**config.mk**
```make
export PLATFORM = sky130hd
export DESIGN_NAME = qld_w4q3_div_pipe
export DESIGN_NICKNAME = d
export VERILOG_FILES = /design/src/rtl/qld_pkg.sv /design/src/rtl/qld_log8.sv /design/src/rtl/qld_w4q3_div_pipe.sv
export SDC_FILE = /design/constraint.sdc
export NUM_CORES = 1
export LEC_CHECK = 0
export ABC_CLOCK_PERIOD_IN_PS = 4100
export CAP_MARGIN = 20
export CORE_MARGIN = 5
export CORE_UTILIZATION = 55
export DETAILED_ROUTE_END_ITERATION = 7
export HOLD_SLACK_MARGIN = 0.1
export PLACE_DENSITY = 0.89
export SLEW_MARGIN = 20
export SYNTH_ARGS = -nofsm -noshare
export SYNTH_HDL_FRONTEND = slang
export SYNTH_SLANG_ARGS = --single-unit
```
**constraint.sdc**
```tcl
create_clock -name clk -period 4.1 [get_ports clk]
set_input_delay 0.82 -clock clk [delete_from_list [all_inputs] [get_ports clk]]
set_output_delay 0.82 -clock clk [all_outputs]
set_load 0.01 [all_outputs]
```
**src/rtl/qld_pkg.sv**
```systemverilog
// Shared widths, stage records and the ones'-complement magnitude helper
// for the log-domain 8-bit divider.
package qld_pkg;

    localparam int OPW  = 8;   // operand width
    localparam int LOGW = 6;   // {k[2:0], f[2:0]}
    localparam int DIFW = 7;   // log difference, two's complement
    localparam int MAGW = 12;  // antilog magnitude, Q8.4
    localparam int QW   = 13;  // ones'-complement signed quotient

    // Contents of stage 1: both logs plus the sign and zero flags.
    typedef struct packed {
        logic            sgn;
        logic            zx;
        logic            zy;
        logic [LOGW-1:0] lx;
        logic [LOGW-1:0] ly;
    } s1_rec_t;

    // Contents of stage 2: the log difference plus the flags carried along.
    typedef struct packed {
        logic            sgn;
        logic            zx;
        logic            zy;
        logic [DIFW-1:0] d;
    } s2_rec_t;

    // Ones'-complement magnitude: -1 maps to 0, -128 maps to 127.
    function automatic logic [OPW-1:0] oc_mag(input logic [OPW-1:0] v);
        return v ^ {OPW{v[OPW-1]}};
    endfunction

endpackage

```
**src/rtl/qld_log8.sv**
```systemverilog
// Log2 approximation of an 8-bit magnitude: leading-one index k and the
// three bits below it as fraction f (zero-padded on the right when k<3).
module qld_log8
    import qld_pkg::*;
(
    input  logic [OPW-1:0] i_mag,
    output logic           o_zero,
    output logic [2:0]     o_k,
    output logic [2:0]     o_f
);

    logic [OPW-1:0] w_norm;

    // Priority-encode the leading one, then normalise it to bit 7 so the
    // next three bits down are the fraction.
    always_comb begin
        o_k = 3'd0;
        for (int i = 0; i < OPW; i++) begin
            if (i_mag[i]) o_k = 3'(i);
        end
        w_norm = i_mag << (3'd7 - o_k);
        o_f    = w_norm[6:4];
        o_zero = (i_mag == '0);
    end

endmodule

```
**src/rtl/qld_w4q3_div_pipe.sv**
```systemverilog
// Three-stage log-domain divider: q ~= x / y in Q8.4 with a ones'-complement
// sign, plus a divide-by-zero flag.
//
// Handshake: a pair transfers on in_valid & in_ready, a result transfers on
// out_valid & out_ready. Each stage loads when it is empty or when the stage
// after it loads (the output register loads when empty or when it transfers),
// so in_ready never looks at in_valid and a full pipe with out_ready high
// still accepts a new pair. While out_valid & !out_ready, q/dz/out_valid hold.
module qld_w4q3_div_pipe
    import qld_pkg::*;
(
    input  logic           clk,
    input  logic           rst,
    input  logic           in_valid,
    output logic           in_ready,
    input  logic [OPW-1:0] x,
    input  logic [OPW-1:0] y,
    output logic           out_valid,
    input  logic           out_ready,
    output logic [QW-1:0]  q,
    output logic           dz
);

    logic          r_s1_valid;
    logic          r_s2_valid;
    logic          r_out_valid;
    s1_rec_t       r_s1;
    s2_rec_t       r_s2;
    logic [QW-1:0] r_q;
    logic          r_dz;

    logic          w_s1_load;
    logic          w_s2_load;
    logic          w_s3_load;

    logic [OPW-1:0] w_xmag;
    logic [OPW-1:0] w_ymag;
    logic           w_xzero;
    logic           w_yzero;
    logic [2:0]     w_xk;
    logic [2:0]     w_xf;
    logic [2:0]     w_yk;
    logic [2:0]     w_yf;
    s1_rec_t        w_s1_next;
    logic [DIFW-1:0] w_d;

    logic [3:0]      w_kd;
    logic [4:0]      w_s;
    logic [4:0]      w_rsh;
    logic [MAGW-1:0] w_wide;
    logic [MAGW-1:0] w_mag;
    logic [QW-1:0]   w_q;
    logic            w_dz;

    // Stage-advance chain, evaluated from the output backwards.
    assign w_s3_load = !r_out_valid | out_ready;
    assign w_s2_load = !r_s2_valid | w_s3_load;
    assign w_s1_load = !r_s1_valid | w_s2_load;
    assign in_ready  = w_s1_load;

    assign out_valid = r_out_valid;
    assign q         = r_q;
    assign dz        = r_dz;

    assign w_xmag = oc_mag(x);
    assign w_ymag = oc_mag(y);

    qld_log8 u_log_x (
        .i_mag  (w_xmag),
        .o_zero (w_xzero),
        .o_k    (w_xk),
        .o_f    (w_xf)
    );

    qld_log8 u_log_y (
        .i_mag  (w_ymag),
        .o_zero (w_yzero),
        .o_k    (w_yk),
        .o_f    (w_yf)
    );

    // Assemble the stage-1 record from both log converters.
    always_comb begin
        w_s1_next     = '0;
        w_s1_next.sgn = x[OPW-1] ^ y[OPW-1];
        w_s1_next.zx  = w_xzero;
        w_s1_next.zy  = w_yzero;
        w_s1_next.lx  = {w_xk, w_xf};
        w_s1_next.ly  = {w_yk, w_yf};
    end

    // Stage 1: capture logs, sign and zero flags.
    always_ff @(posedge clk) begin
        if (rst) begin
            r_s1_valid <= 1'b0;
            r_s1       <= '0;
        end else if (w_s1_load) begin
            r_s1_valid <= in_valid;
            r_s1       <= w_s1_next;
        end
    end

    // Log difference widened to 7 bits so the full -63..63 range fits.
    assign w_d = {1'b0, r_s1.lx} - {1'b0, r_s1.ly};

    // Stage 2: capture the log difference.
    always_ff @(posedge clk) begin
        if (rst) begin
            r_s2_valid <= 1'b0;
            r_s2       <= '0;
        end else if (w_s2_load) begin
            r_s2_valid <= r_s1_valid;
            r_s2.sgn   <= r_s1.sgn;
            r_s2.zx    <= r_s1.zx;
            r_s2.zy    <= r_s1.zy;
            r_s2.d     <= w_d;
        end
    end

    // Antilog: {1,f_d} shifted by k_d+1 (left when non-negative, else right
    // with truncation), then sign and zero muxing; divisor zero wins.
    always_comb begin
        w_kd   = r_s2.d[6:3];
        w_s    = {w_kd[3], w_kd} + 5'd1;
        w_rsh  = 5'd0 - w_s;
        w_wide = {8'b0, 1'b1, r_s2.d[2:0]};
        w_mag  = '0;
        if (!w_s[4]) begin
            w_mag = w_wide << w_s[3:0];
        end else begin
            w_mag = w_wide >> w_rsh[3:0];
        end
        w_q  = {1'b0, w_mag} ^ {QW{r_s2.sgn}};
        w_dz = 1'b0;
        if (r_s2.zy) begin
            w_q  = '0;
            w_dz = 1'b1;
        end else if (r_s2.zx) begin
            w_q  = '0;
        end
    end

    // Stage 3: output register, held while the consumer stalls.
    always_ff @(posedge clk) begin
        if (rst) begin
            r_out_valid <= 1'b0;
            r_q         <= '0;
            r_dz        <= 1'b0;
        end else if (w_s3_load) begin
            r_out_valid <= r_s2_valid;
            r_q         <= w_q;
            r_dz        <= w_dz;
        end
    end

endmodule
```
# ---- After elaboration in Yosys (flattened, before gate mapping)
# Index checks and enable logic that the tools add are counted.
dict set report word_totals {
  latchBits 0
  regBits 42
  rom_bits 0
  input_bits 20
  memories 0
  ram_bits 0
  elab_cells 53
}
dict set report classes {
  bitwise_logic 7
  n_addsub 5
  muxes 18
  n_reduce_logical 5
  n_shift 4
  n_lt_le_gt_ge 0
  eq_ne 0
  mul 0
  div 0
}
# cell n
set op_table {}
lappend op_table {{two-way mux 13 bit} 2}
lappend op_table {{two-way mux 3 bit} 8}
lappend op_table {{zero test 8 bit} 2}
lappend op_table {{left shift 8 x 3 -> 7 bit} 2}
lappend op_table {{XOR 8 bit} 2}
lappend op_table {{XOR 12 x 13 -> 13 bit} 1}
lappend op_table {{two-way mux 12 bit} 1}
lappend op_table {{left shift 4 x 4 -> 12 bit} 1}
lappend op_table {{>> shifter 4 x 4 -> 12 bit} 1}
lappend op_table {{two-way mux 2 bit} 4}
lappend op_table {{subtractor 6 x 6 -> 7 bit} 1}
lappend op_table {{subtractor 3 bit, first input constant} 2}
lappend op_table {{adder 4 x 2 -> 5 bit, second input constant} 1}
lappend op_table {{subtractor 1 x 4 -> 4 bit, first input constant} 1}
lappend op_table {{zero test 1 bit} 3}
lappend op_table {{two-way mux 1 bit} 3}
lappend op_table {{OR 1 bit} 3}
lappend op_table {{XOR 1 bit} 1}

# ---- Logic depth before layout (Yosys ltp)
# Gate-level depths: netlist (run 1).
dict set report depth {
  depth_word 10
  mapped_depth 12
  depth_no_buf 9
}

# ---- Hierarchy
# Synthesis (run 1) repeated with hierarchy kept, for this count alone.
dict set report unflattened {
  cells_unflattened 424
  area_unflattened_um2 3293.2
}
# mod area_each_um2 n_inst cells_each seq_area_each_um2
set modules_own_cells {}
lappend modules_own_cells {qld_w4q3_div_pipe 2647.5 1 330 840.8}
lappend modules_own_cells {qld_log8 322.8 2 47 0.0}

# ---- Worst setup path after synthesis (run 1)
# OpenSTA, ideal clock, no wires.
dict set report synth_path {
  path_kind {reg2reg}
  start {reg r_s2[3] (netlist name)}
  end {reg r_q[7] (netlist: q[7])}
  synth_period_minus_slack_ns 2.618
  path_stages_with_launch 12
  setup_slack_ns 1.482
  t_arrival_ns 2.548
  cell_sequence {dfxtp_1 > buf_2 > buf_2 > inv_1 > ha_1 > buf_2 > or3b_1 > o21ai_0 > nor3_1 > xnor2_1 > or4_1 > a21oi_1}
}
dict set report synth_between {
  elab_chain_len 7
  elab_cells_between_ends 8
  cone_classes {add/sub (2); shift (2); mux (3); bitwise (1)}
}
# item line
set synth_lines {}
lappend synth_lines {{start, declared} qld_w4q3_div_pipe.sv:28} ;# s2_rec_t r_s2;
lappend synth_lines {{adder 4 x 2 -> 5 bit (*)} qld_w4q3_div_pipe.sv:124} ;# w_s = {w_kd[3], w_kd} + 5'd1;
lappend synth_lines {{subtractor 1 x 4 -> 4 bit} qld_w4q3_div_pipe.sv:125} ;# w_rsh = 5'd0 - w_s;
lappend synth_lines {{>> shifter 4 x 4 -> 12 bit} qld_w4q3_div_pipe.sv:131} ;# w_mag = w_wide >> w_rsh[3:0];
lappend synth_lines {{two-way mux 12 bit (*)} qld_w4q3_div_pipe.sv:128} ;# if (!w_s[4]) begin
lappend synth_lines {{XOR 12 x 13 -> 13 bit (*)} qld_w4q3_div_pipe.sv:133} ;# w_q = {1'b0, w_mag} ^ {QW{r_s2.sgn}};
lappend synth_lines {{two-way mux 13 bit (*)} qld_w4q3_div_pipe.sv:138} ;# end else if (r_s2.zx) begin
lappend synth_lines {{two-way mux 13 bit (*)} qld_w4q3_div_pipe.sv:135} ;# if (r_s2.zy) begin
lappend synth_lines {{end signal, assigned} qld_w4q3_div_pipe.sv:151} ;# r_q <= w_q;
lappend synth_lines {{end, declared} qld_w4q3_div_pipe.sv:29} ;# logic [QW-1:0] r_q;
# Every way passes the cells marked *; elsewhere a longest branch is shown, timed or not.
# A chain may end at the register's enable or synchronous reset.

# ---- Worst setup path after layout (run 1)
dict set report layout_path {
  start {in out_ready}
  end {out in_ready}
}
dict set report layout_between {
  elab_chain_len 3
}
# item line
set layout_lines {}
lappend layout_lines {{start, declared} qld_w4q3_div_pipe.sv:19} ;# input logic out_ready,
lappend layout_lines {{OR 1 bit} qld_w4q3_div_pipe.sv:56} ;# assign w_s3_load = !r_out_valid | out_ready;
lappend layout_lines {{OR 1 bit} qld_w4q3_div_pipe.sv:57} ;# assign w_s2_load = !r_s2_valid | w_s3_load;
lappend layout_lines {{OR 1 bit} qld_w4q3_div_pipe.sv:58} ;# assign w_s1_load = !r_s1_valid | w_s2_load;
lappend layout_lines {{end, declared} qld_w4q3_div_pipe.sv:15} ;# output logic in_ready,
# Every way passes these cells.

==> results.txt, run 1 <==
The flow ran to the end, and the final reports show no timing, DRC or antenna violations. Yosys printed 0 warnings. In this run, synthesis inferred 0 flip-flops with an integrated enable. For the synthesized instance count, the log shows 473. The run gives 0 as the remaining global-route overflow.

The total area inside the core boundary comes to 0.005991 sq mm. Once placement completed, the tool counted placed cells totaling 550. The tools report the total negative setup slack as 0 ns. The number of DRC markers in iteration 0 was 165. Setup repair after global routing left no endpoint under its margin. In this run the count of I/O pins placed on the die edge is 36. At the worst endpoint, the arrival time is 2.71 ns.

The run gives 3.28 ns as the critical path required time. In this run the most critical hold path is launched from q[5]$_SDFFE_PP0P_. The worst setup path is captured at an output port. The number of antenna violations at the first check in global routing came out at 0.

The netlist uses 68 different library cells. The cell chosen for the clock root is sky130_fd_sc_hd__clkbuf_8. For this configuration, the core starts out at a cell density of 57.14%. Most common cell in the synthesized netlist: sky130_fd_sc_hd__nand2_1.

The count of cells resized by post-cts repair is 0, and the final RePlAce weighted congestion is 0.9610. After routing the design area is 0.003840 sq mm. Counting instances in the post-synthesis netlist gives the leading cell types as 60 x sky130_fd_sc_hd__nand2_1, 47 x sky130_fd_sc_hd__nor2_1, 42 x sky130_fd_sc_hd__dfxtp_1. The peak fanout along the critical path was 17. The cell with the biggest individual delay on the critical path was sky130_fd_sc_hd__nor2b_1.

The clock passes through at most 2 buffers. After synthesis, the largest area contributor takes up 24.56% of total cell area. The largest single stage delay on the critical path is 0.52 ns. The measured slew at the worst slew-check pin was 0.6755 ns. TritonCTS built the clock tree. The die width was 88.90 um. The via count of the first global-routing pass came out at 3086. In this run the critical register-to-register path is launched from r_s2[4]$_SDFFE_PP0P_. The register clock-pin slew on the reported worst setup and hold paths was 0.08 ns. In this run the vertical extent of the chip is 88.90 um. The logs give 24.56% for the portion of the post-synthesis area used by sequential elements and 0 for the total DRC errors in the routed layout.

The critical path in this run is classified as in -> out. The post-synthesis instance area came out at 0.003423 sq mm. The net count after synthesis is 503. The relative slew slack was 54.82%; the combined global-route utilization of all metal layers was 21.27%. The tools report the final hold violation count as 0. Summed over all cells, the static leakage comes to 1.435 nW.

Compared with the post-synthesis result, the final layout area differs by 12.17%. Total power density per cell area: 324.9 mW/mm^2. The tightest hold path in the finished design has a slack of 0.4436 ns.

The minimum period implied by the final worst setup slack was 3.534 ns; the count of maximum capacitance violations was 0. After synthesis, the mean cell area works out to 7.237 sq um. Based on the critical path, the design can be clocked at up to 283.0 MHz. The wire length reported by the detailed router was 8061 um. The detail route stage leaves a number of antenna-violating nets equal to 0. Launch point of the worst path: out_ready. The worst setup path is launched from an input port.

The H-tree generated during clock tree synthesis spans 2 levels. Buffering stage count on the worst path with inverters included: 3. The tools report the diode insertion count for antenna repair as 0.

Most frequent cell on the critical path: sky130_fd_sc_hd__clkdlybuf4s50_1. Type of the most critical hold path: reg -> reg. The layout has 533 filler cells.

In the final routed layout, each cell accounts on average for 14.45 um. After detailed routing, the number of vias per cell comes to 6.041. Between clock sinks in the finished design, the worst skew comes to 0.007137 ns.

Walking the worst path, the cells encountered are clkdlybuf4s50_1, nor2b_1, and3_1, inv_2, clkdlybuf4s50_1. The share of cells above drive strength 1 came out at 6.625%. The final count of negative-setup-slack endpoints is 0, and the fraction of registers with async set/reset is 0%.

For the worst-skew pair, the clock arrives at the later sink with an insertion delay of 0.30 ns. The first global-routing pass estimated 13590 um of wire. The count of pins over their slew limit is 0. Of all cell types, the one taking the most synthesized area is sky130_fd_sc_hd__dfxtp_1. The kind of cell with the highest combined delay on the critical path is buffers and inverters. For this design, the CTS-stage hold fixing added 0 buffers.

During placement, the flow inserted port buffers numbering 35. The first TritonRoute pass finished after 6 iterations. In the post-synthesis netlist, the biggest area contributors are sky130_fd_sc_hd__dfxtp_1 25%, sky130_fd_sc_hd__nand2_1 6.6%, sky130_fd_sc_hd__a21oi_1 5.7%, sky130_fd_sc_hd__nor2_1 5.2%, sky130_fd_sc_hd__o21ai_0 3.9%. The number of register bits inferred by synthesis is 42, and the overall die area is 0.007902 sq mm. The part of the cycle the worst path needs is 86.19%. The count of cells in the finished layout, fillers not included, comes to 558.

After detailed placement, the total cell area comes to 0.003745 sq mm. The net count of the finished layout is 512. For the number of buffers created by CTS, the log shows 5. The total half-perimeter wirelength after legalization and detailed placement came out at 6149 um. The peak supply drop was 0.2141 mV.

The floorplan has 28 rows. The vias after detailed routing is 3371, and the number of sinks on the clock net is 42. For the number of buffers inserted to repair setup after CTS, the log shows 0.

The predominant post-synthesis flop cell is sky130_fd_sc_hd__dfxtp_1. Entering global routing, the biggest net connects 28 pins.
==> worst min-delay path, delay by kind of cell (launching register included) <==
kind | cells | cell delay [ns]
flops | 1 | 0.31
simple gates | 2 | 0.09
==> power by group <==
part	leakage (nW)	internal, mW	switching, mW	total, mW
clock	0.0489	0.139	0.144	0.283
sequential	0.346	0.448	0.0464	0.495
combinational	1.04	0.212	0.257	0.470
total	1.43	0.800	0.448	1.25
==> sequential cells by signal, summed over array words and instances (netlist names) <==
name / flops
dz: 1
out_valid: 1
q: 13
r_s1: 15
r_s1_valid: 1
r_s2: 10
r_s2_valid: 1
==> cells by family (layout without fill, tap and decap cells) <==
kind of cell | count (synthesis) | count (layout) | synth area share, %
multiplexers | 18 | 18 | 5.958
AND/OR/NAND/NOR | 193 | 193 | 27.38
AO/OA/AOI/OAI | 135 | 135 | 27.19
buffers and inverters | 60 | 70 | 7.200
flip-flops | 42 | 42 | 24.56
XOR/XNOR | 15 | 15 | 3.838
adder cells (fa/ha/maj) | 10 | 10 | 3.874
==> stage by stage <==
step	setup WS [ns]	utilization [%]	total power, mW
2_1_floorplan	1.482	-	0.8401
3_3_place_gp	0.6424	62.51	0.9497
3_5_place_dp	0.5812	62.51	0.9699
4_1_cts	0.5706	64.10	1.250
5_1_grt	0.4834	64.10	1.329
6_report	0.5660	64.10	1.248
==> final timing paths <==
check / to / cells past startpoint / slack (ns)
worst max register to register: q[7]$_SDFFE_PP0P_ / 7 / 1.22
worst min register to register: q[5]$_SDFFE_PP0P_ / 2 / 0.44
worst max-delay path: in_ready / 5 / 0.57
worst min-delay path: q[5]$_SDFFE_PP0P_ / 2 / 0.44
==> metal layers <==
| layer | global-route usage (%) | part of all wire, % |
|---|---|---|
| met3 | 3.318 | 4.4 |
| met5 | 0 | 0 |
| met2 | 38.66 | 51 |
| met4 | 7.280 | 2.3 |
| met1 | 25.33 | 42 |
==> cell usage in the layout (no fill, tap or decap), drive strengths merged, types with 3 or more instances in the layout <==
| cell | instances |
|---|---|
| xnor2 | 8 |
| and2 | 3 |
| a21oi | 39 |
| or4 | 4 |
| buf | 6 |
| dfxtp | 42 |
| and3 | 5 |
| nand3b | 8 |
| nor2 | 47 |
| a31oi | 6 |
| o22ai | 3 |
| xor2 | 7 |
| nand3 | 19 |
| nor2b | 9 |
| mux2 | 9 |
| inv | 22 |
| a21boi | 4 |
| a211o | 3 |
| or3 | 5 |
| o221ai | 4 |
| ha | 9 |
| a311oi | 5 |
| nand2 | 60 |
| o211ai | 6 |
| clkdlybuf4s50 | 35 |
| nand2b | 6 |
| o21ai | 27 |
| a221oi | 3 |
| a211oi | 7 |
| o31ai | 3 |
| a22oi | 5 |
| nor3 | 17 |
| nor3b | 3 |
| mux2i | 9 |
| clkbuf | 7 |
==> area by class of cell <==
| cell class | instances | area [sq um] | area share, % |
|---|---|---|---|
| clock buffer | 7 | 86.33 | 2.248 |
| sequential | 42 | 840.8 | 21.90 |
| clock inverter | 1 | 8.758 | 0.2281 |
| timing repair buffer | 41 | 395.4 | 10.30 |
| multi-input combinational | 371 | 2336 | 60.83 |
| tap | 75 | 93.84 | 2.444 |
| inverter | 21 | 78.83 | 2.053 |
Note: power is estimated with default switching activity, not from simulation.
==> run 2: changes to the inputs <==
Settings changed: CORE_MARGIN 5 to 2, CORE_UTILIZATION 55 to 30, PLACE_DENSITY 0.89 to 0.59.
==> results.txt, run 2 (same netlist as run 1, synthesis figures left out) <==
Cell with the biggest individual delay on the critical path: sky130_fd_sc_hd__clkdlybuf4s50_1. The count of input and output buffers is 35. Dividing the detail-routed via count by the number of cells gives 5.260.

The final layout contains routed wiring with a total length of 8249 um. In this run the register-to-register setup slack is 1.26 ns. Clock tree synthesis inserted a total of 5 buffers. Power comes to 1.415 mW. After clock tree synthesis, the clock-pin slew on the worst setup and hold paths is 0.06 ns. For the final count of negative-setup-slack endpoints, the log shows 0.

The run gives 0.29 ns as the clock latency reported for the late side of the worst-skew pair. The total DRC errors in the routed layout was 0. Relative to the synthesized area, the layout overhead comes to 17.03%. The switching power came out at 0.4654 mW. The number of hold buffers added after CTS was 0.

The relative slew slack was 56.75%; the row count was 39. Once the floorplan was initialized, standard cells occupied 30.37% of the core. After routing the design area is 0.004006 sq mm.

The die width was 110.8 um; the part of the cycle the worst path needs was 82.06%. STA classifies the critical path endpoint as an output port. The critical path's largest stage delay is 0.60 ns. Remaining global-route overflow: 0. Internal power component: 0.9498 mW. The type of the most critical hold path is reg -> reg. The tools report the final hold violation count as 0. The routed layout has 3298 vias.

Traced cell by cell, the critical path runs through clkdlybuf4s50_1, nor2b_1, buf_4, and3_1, inv_2, clkdlybuf4s50_1. The share of total power dissipated in the clock network is 32.1%. Once the clock tree was built, the setup fixing pass inserted 0 buffers. Clock skew on the completed layout was measured at 0.006140 ns.

At the pin with the least slew margin, the transition time is 0.6463 ns. In this run, the number of DRC markers left after iteration 0 of detailed routing was 163. The cell sitting at the root of the clock tree is a sky130_fd_sc_hd__clkbuf_16. The library cell used most frequently in the layout, excluding fill and tap cells, is sky130_fd_sc_hd__nand2_1.

The top cell types in the final layout, fill and taps aside, are 60 x sky130_fd_sc_hd__nand2_1, 47 x sky130_fd_sc_hd__nor2_1, 42 x sky130_fd_sc_hd__dfxtp_1. The longest clock path from root to sink contains 2 buffers. The final layout contains 513 nets. The register share of total power is 34.9%, and the critical path data arrival time is 2.54 ns. The most frequent cell on the critical path is sky130_fd_sc_hd__clkdlybuf4s50_1.

The count of maximum capacitance violations is 0, and the peak supply drop is 0.2646 mV. The tools report the number of primary I/O pins as 36. Once detailed placement completed, the half-perimeter wirelength came to 6117 um. The logs give 0 ns for the total negative setup slack and 33.0% for the combinational power share. The area of the placeable core was 0.01127 sq mm. Net switching is 32.89% of the power. The logs give 4 for the total iterations of the first detailed-routing run and 0 for the count of cells resized by post-cts repair.

In this run the remaining antenna-violating nets after routing total 0. The cell area after placement was 0.003837 sq mm. The maximum level of the CTS H-tree is 2, and the final RePlAce weighted congestion is 0.9120.

Entering global routing, the biggest net connects 41 pins. The number of antenna violations at the first check in global routing is 0, and the peak fanout along the critical path is 17. STA puts the critical path data required time at 3.28 ns. The run finished with clean final reports. The tools report the kind of start point of the critical path as an input port. The tools report the overall die area as 0.01228 sq mm.

By startpoint and endpoint, the worst setup path is classified as in -> out. Wire length of the first global-routing pass: 13810 um. The via count of the first global-routing pass is 3012, and the share of the core filled with cells is 35.54%.

The diode insertion count for antenna repair is 0. Setup repair after global routing left no endpoint under its margin. Summed over all cells, the static leakage comes to 1.476 nW. Based on the critical path, the design can be clocked at up to 297.2 MHz. CTS saw 42 sinks.

The share of cells above drive strength 1 is 7.025%, and the per-cell routed wire length is 13.16 um. In this run the power density over the cells is 353.2 mW/mm^2. Register ranked first by flip-flop count: r_s1. The smallest clock period supported by the final layout is computed as 3.364 ns. The number of flip-flops under the largest register name works out to 15. TritonCTS built the clock tree. The count of pins over their slew limit was 0; the overall die height was 110.8 um. Across every metal layer, demand over resource in global routing totals 13.20%.
-- run 2: area by class of cell --
type / instances / area (sq um)
timing repair buffer: 42 / 402.9
inverter: 21 / 78.83
sequential: 42 / 840.8
clock buffer: 5 / 125.1
fill: 1185 / 7266
tap: 143 / 178.9
clock inverter: 3 / 43.79
multi-input combinational: 371 / 2336
-- run 2: path summary, 6_finish.rpt --
kind | to | cells after the start | from
worst max-delay path | in_ready | 6 | out_ready
worst max register to register | q[7]$_SDFFE_PP0P_ | 7 | r_s2[4]$_SDFFE_PP0P_
worst min-delay path | q[5]$_SDFFE_PP0P_ | 2 | q[5]$_SDFFE_PP0P_
worst min register to register | q[5]$_SDFFE_PP0P_ | 2 | q[5]$_SDFFE_PP0P_
-- run 2: power groups by stage --
| stage | combinational (mW) | sequential, mW | clock (mW) |
|---|---|---|---|
| after global routing | 0.517 | 0.502 | 0.484 |
| after detailed placement | 0.462 | 0.504 | 0 |
| after CTS | 0.465 | 0.495 | 0.463 |
| after global placement | 0.455 | 0.502 | 0 |
| after floorplan | 0.348 | 0.492 | 0 |
| final | 0.466 | 0.494 | 0.454 |
-- run 2: metrics by stage --
step / setup slack (ns) / instances / hold slack (ns)
floorplan: 1.482 / 473 / 0.4319
global placement: 0.7526 / 619 / 0.4280
detailed placement: 0.7496 / 619 / 0.4303
CTS: 0.7336 / 627 / 0.4391
global route: 0.6447 / 627 / 0.4676
finish: 0.7355 / 627 / 0.4372
-- run 2: layer usage --
layer  vias to the layer above  part of all wire, %  GRT usage [%]
met1                      1492                   47          16.35
met2                        66                   47          23.48
met4                         0                  1.5          3.500
met3                        15                  3.9          2.460
met5                         -                    0              0
li1                       1725                    -              -
-- run 2: worst max-delay path, delay by kind of cell --
kind / cells / cell delay (ns)
buffers and inverters: 4 / 1.46
and+or+nand+nor: 2 / 0.26
==> run 3: changes to the inputs <==
Settings changed: ABC_CLOCK_PERIOD_IN_PS 4100 to 3090, PLACE_DENSITY 0.59 to 0.6.
Clock period 4.1 ns to 3.09 ns, I/O delays scaled along.
==> results.txt, run 3 (same netlist as run 1, synthesis figures left out) <==
The die covers 0.01228 sq mm. In this run the tool buffered the top-level ports with 35 buffer cells. The via count of the first global-routing pass is 3155. The final count of negative-setup-slack endpoints was 0. The congestion estimate from routability-driven global placement came to 0.8938.

Setup repair after global routing left no endpoint under its margin. For this configuration, the core starts out at a cell density of 30.37%. Cell chosen for the clock root: sky130_fd_sc_hd__clkbuf_16. The logs give 0 for the count of maximum capacitance violations and 8618 um for the wire length reported by the detailed router. The via density per instance is 5.312, and the layout-stage area growth over the synthesis result is 18.82%. The tools report the worst-case clock buffer depth as 2.

For the worst setup path, the data arrival time is 2.86 ns. In the layout the commonest cells are 60 x sky130_fd_sc_hd__nand2_1, 47 x sky130_fd_sc_hd__nor2_1, 42 x sky130_fd_sc_hd__dfxtp_1. Cells fill 36.09% of the core in the end. Summed over all nets, the half-perimeter wirelength after detailed placement is 6379 um. For the number of buffers created by CTS, the log shows 5.

The number of DRC markers in iteration 0 was 190. For the maximum level of the CTS H-tree, the log shows 2. The most frequent cell on the critical path was sky130_fd_sc_hd__a21oi_1.

The share of total power in the clock network is 29.9%, and the diode insertion count for antenna repair is 0. The logs give 0 ns for the total negative setup slack and 3.31 ns for the critical path required time. After clock tree synthesis, the clock-pin slew on the worst setup and hold paths is 0.06 ns. The count of pins over their slew limit was 0. The final layout contains 523 nets. In this run the vertical extent of the chip is 110.8 um. The logs give 39 for the row count and 0.2522 mV for the peak supply drop. The switching share of power is 34.31%, and the overall power after layout is 1.850 mW. Global routing used 14.11% of the available tracks. For this design, the slowest cell found on the critical path is sky130_fd_sc_hd__dfxtp_1. Across all hold checks on the routed design, the worst slack comes to 0.4374 ns.

The number of hold buffers added after CTS was 0. The critical path in this run is classified as reg -> reg. In this run the worst path has a maximum fanout of 15. After clock tree synthesis, the setup repair step added 0 buffers. Kind of start point of the critical path: a flop. After detailed routing, the average wire length per cell comes to 13.53 um. In this design, the stage delay of the slowest critical-path cell is 0.61 ns. Number of primary I/O pins: 36. In this run the worst hold path is classified as reg -> reg. Of the cells placed in the final design, the portion with a size suffix greater than 1 is 8.907%. The tools report the register share of total power as 35.6%. Most frequent standard cell in the layout excluding fill and tap cells: sky130_fd_sc_hd__nand2_1. For this design, the sink count on the clock tree is 42.

After routing the design area is 0.004068 sq mm. The switching power came out at 0.6348 mW. The internal power component came out at 1.215 mW. For the maximum clock frequency, the log shows 378.5 MHz.

The detailed router placed 3384 vias in this run. The die is 110.8 um wide. The first global-routing pass estimated 14900 um of wire. Subtracting the final worst setup slack from the clock period gives 2.642 ns.

The sort of element at the end of the critical path is a flop. In this run the power density over the cells is 454.8 mW/mm^2. The measured slew at the worst slew-check pin was 0.6645 ns; the combinational power share was 34.5%. Headroom to the max-slew limit came out at 55.53%. For this run, the detailed router's first-pass iteration total came to 4. The tools report the cell area after placement as 0.003913 sq mm.

The count of cells resized by post-cts repair was 0; the pin count of the biggest net entering global routing was 38. For the number of antenna violations at the first check in global routing, the log shows 0. For the total DRC errors in the routed layout, the log shows 0. For the largest clock skew in the final design, the log shows 0.005141 ns. The core region is 0.01127 sq mm.

Final hold violation count: 0. The count of nets left with antenna violations once routing finished came out at 0. The remaining global-route overflow came out at 0. The number of flip-flops under the largest register name is 15, and the part of the cycle the worst path needs is 85.51%. Register ranked first by flip-flop count: r_s1. TritonCTS built the clock tree. The run finished with clean final reports. The tools report the leakage dissipation as 1.513 nW. At the later pin of the worst-skew pair, clock insertion delay measures 0.29 ns. The signal on the critical path passes through ha_1, buf_4, a21oi_1, mux2i_1, nor3_1, xnor2_1, or4_1, a21oi_1.
-- run 3: cell types whose count changed in the layout (fill, tap and decap cells not counted), sizes merged --
| cell | before | now |
|---|---|---|
| clkinvlp | 0 | 1 |
| clkbuf | 5 | 6 |
| clkinv | 1 | 0 |
| buf | 7 | 17 |
| bufinv | 1 | 0 |
-- run 3: critical path: cells and delay by family, from the launching register on --
| family | cells | cell delay [ns] |
|---|---|---|
| buf+inv | 1 | 0.28 |
| xor+xnor | 1 | 0.15 |
| compound gates | 2 | 0.26 |
| simple gates | 2 | 0.51 |
| flops | 1 | 0.61 |
| fa+ha+maj | 1 | 0.57 |
| mux | 1 | 0.18 |
-- run 3: area by class of cell --
cell class | instances | area (sq um)
clock inverters | 2 | 16.27
repair buffers | 52 | 478.0
well taps | 143 | 178.9
inverters | 21 | 78.83
fillers | 1208 | 7204
flip-flops and latches | 42 | 840.8
clock buffers | 6 | 138.9
multi-input cells | 371 | 2336
-- run 3: worst paths after layout --
path / end / start / depth (start not counted) / slack (ns)
worst max-delay path: q[7]$_SDFFE_PP0P_ / r_s2[4]$_SDFFE_PP0P_ / 8 / 0.45
worst min-delay path: q[5]$_SDFFE_PP0P_ / q[5]$_SDFFE_PP0P_ / 2 / 0.44
worst max register to register: q[7]$_SDFFE_PP0P_ / r_s2[4]$_SDFFE_PP0P_ / 8 / 0.45
worst min register to register: q[5]$_SDFFE_PP0P_ / q[5]$_SDFFE_PP0P_ / 2 / 0.44
-- run 3: power groups by stage --
stage	combinational [mW]	sequential, mW	clock (mW)
final	0.638	0.658	0.553
after detailed placement	0.630	0.670	0
after global placement	0.619	0.667	0
after CTS	0.635	0.658	0.567
after floorplan	0.462	0.653	0
after global routing	0.707	0.669	0.589
-- run 3: metrics by stage --
step / setup slack (ns) / cells
after floorplan: 0.4721 / 473
after global placement: 0.3212 / 629
after detailed placement: 0.2622 / 629
after CTS: 0.4487 / 637
after global routing: 0.2556 / 637
final: 0.4478 / 637
-- run 3: routing by layer --
layer | up-vias | share of wire [%] | GRT usage (%)
met3 | 14 | 3.5 | 2.187
met5 | - | 0 | 0
met1 | 1564 | 47 | 18.18
met2 | 74 | 49 | 24.74
met4 | 0 | 1.2 | 3.333
li1 | 1732 | - | -
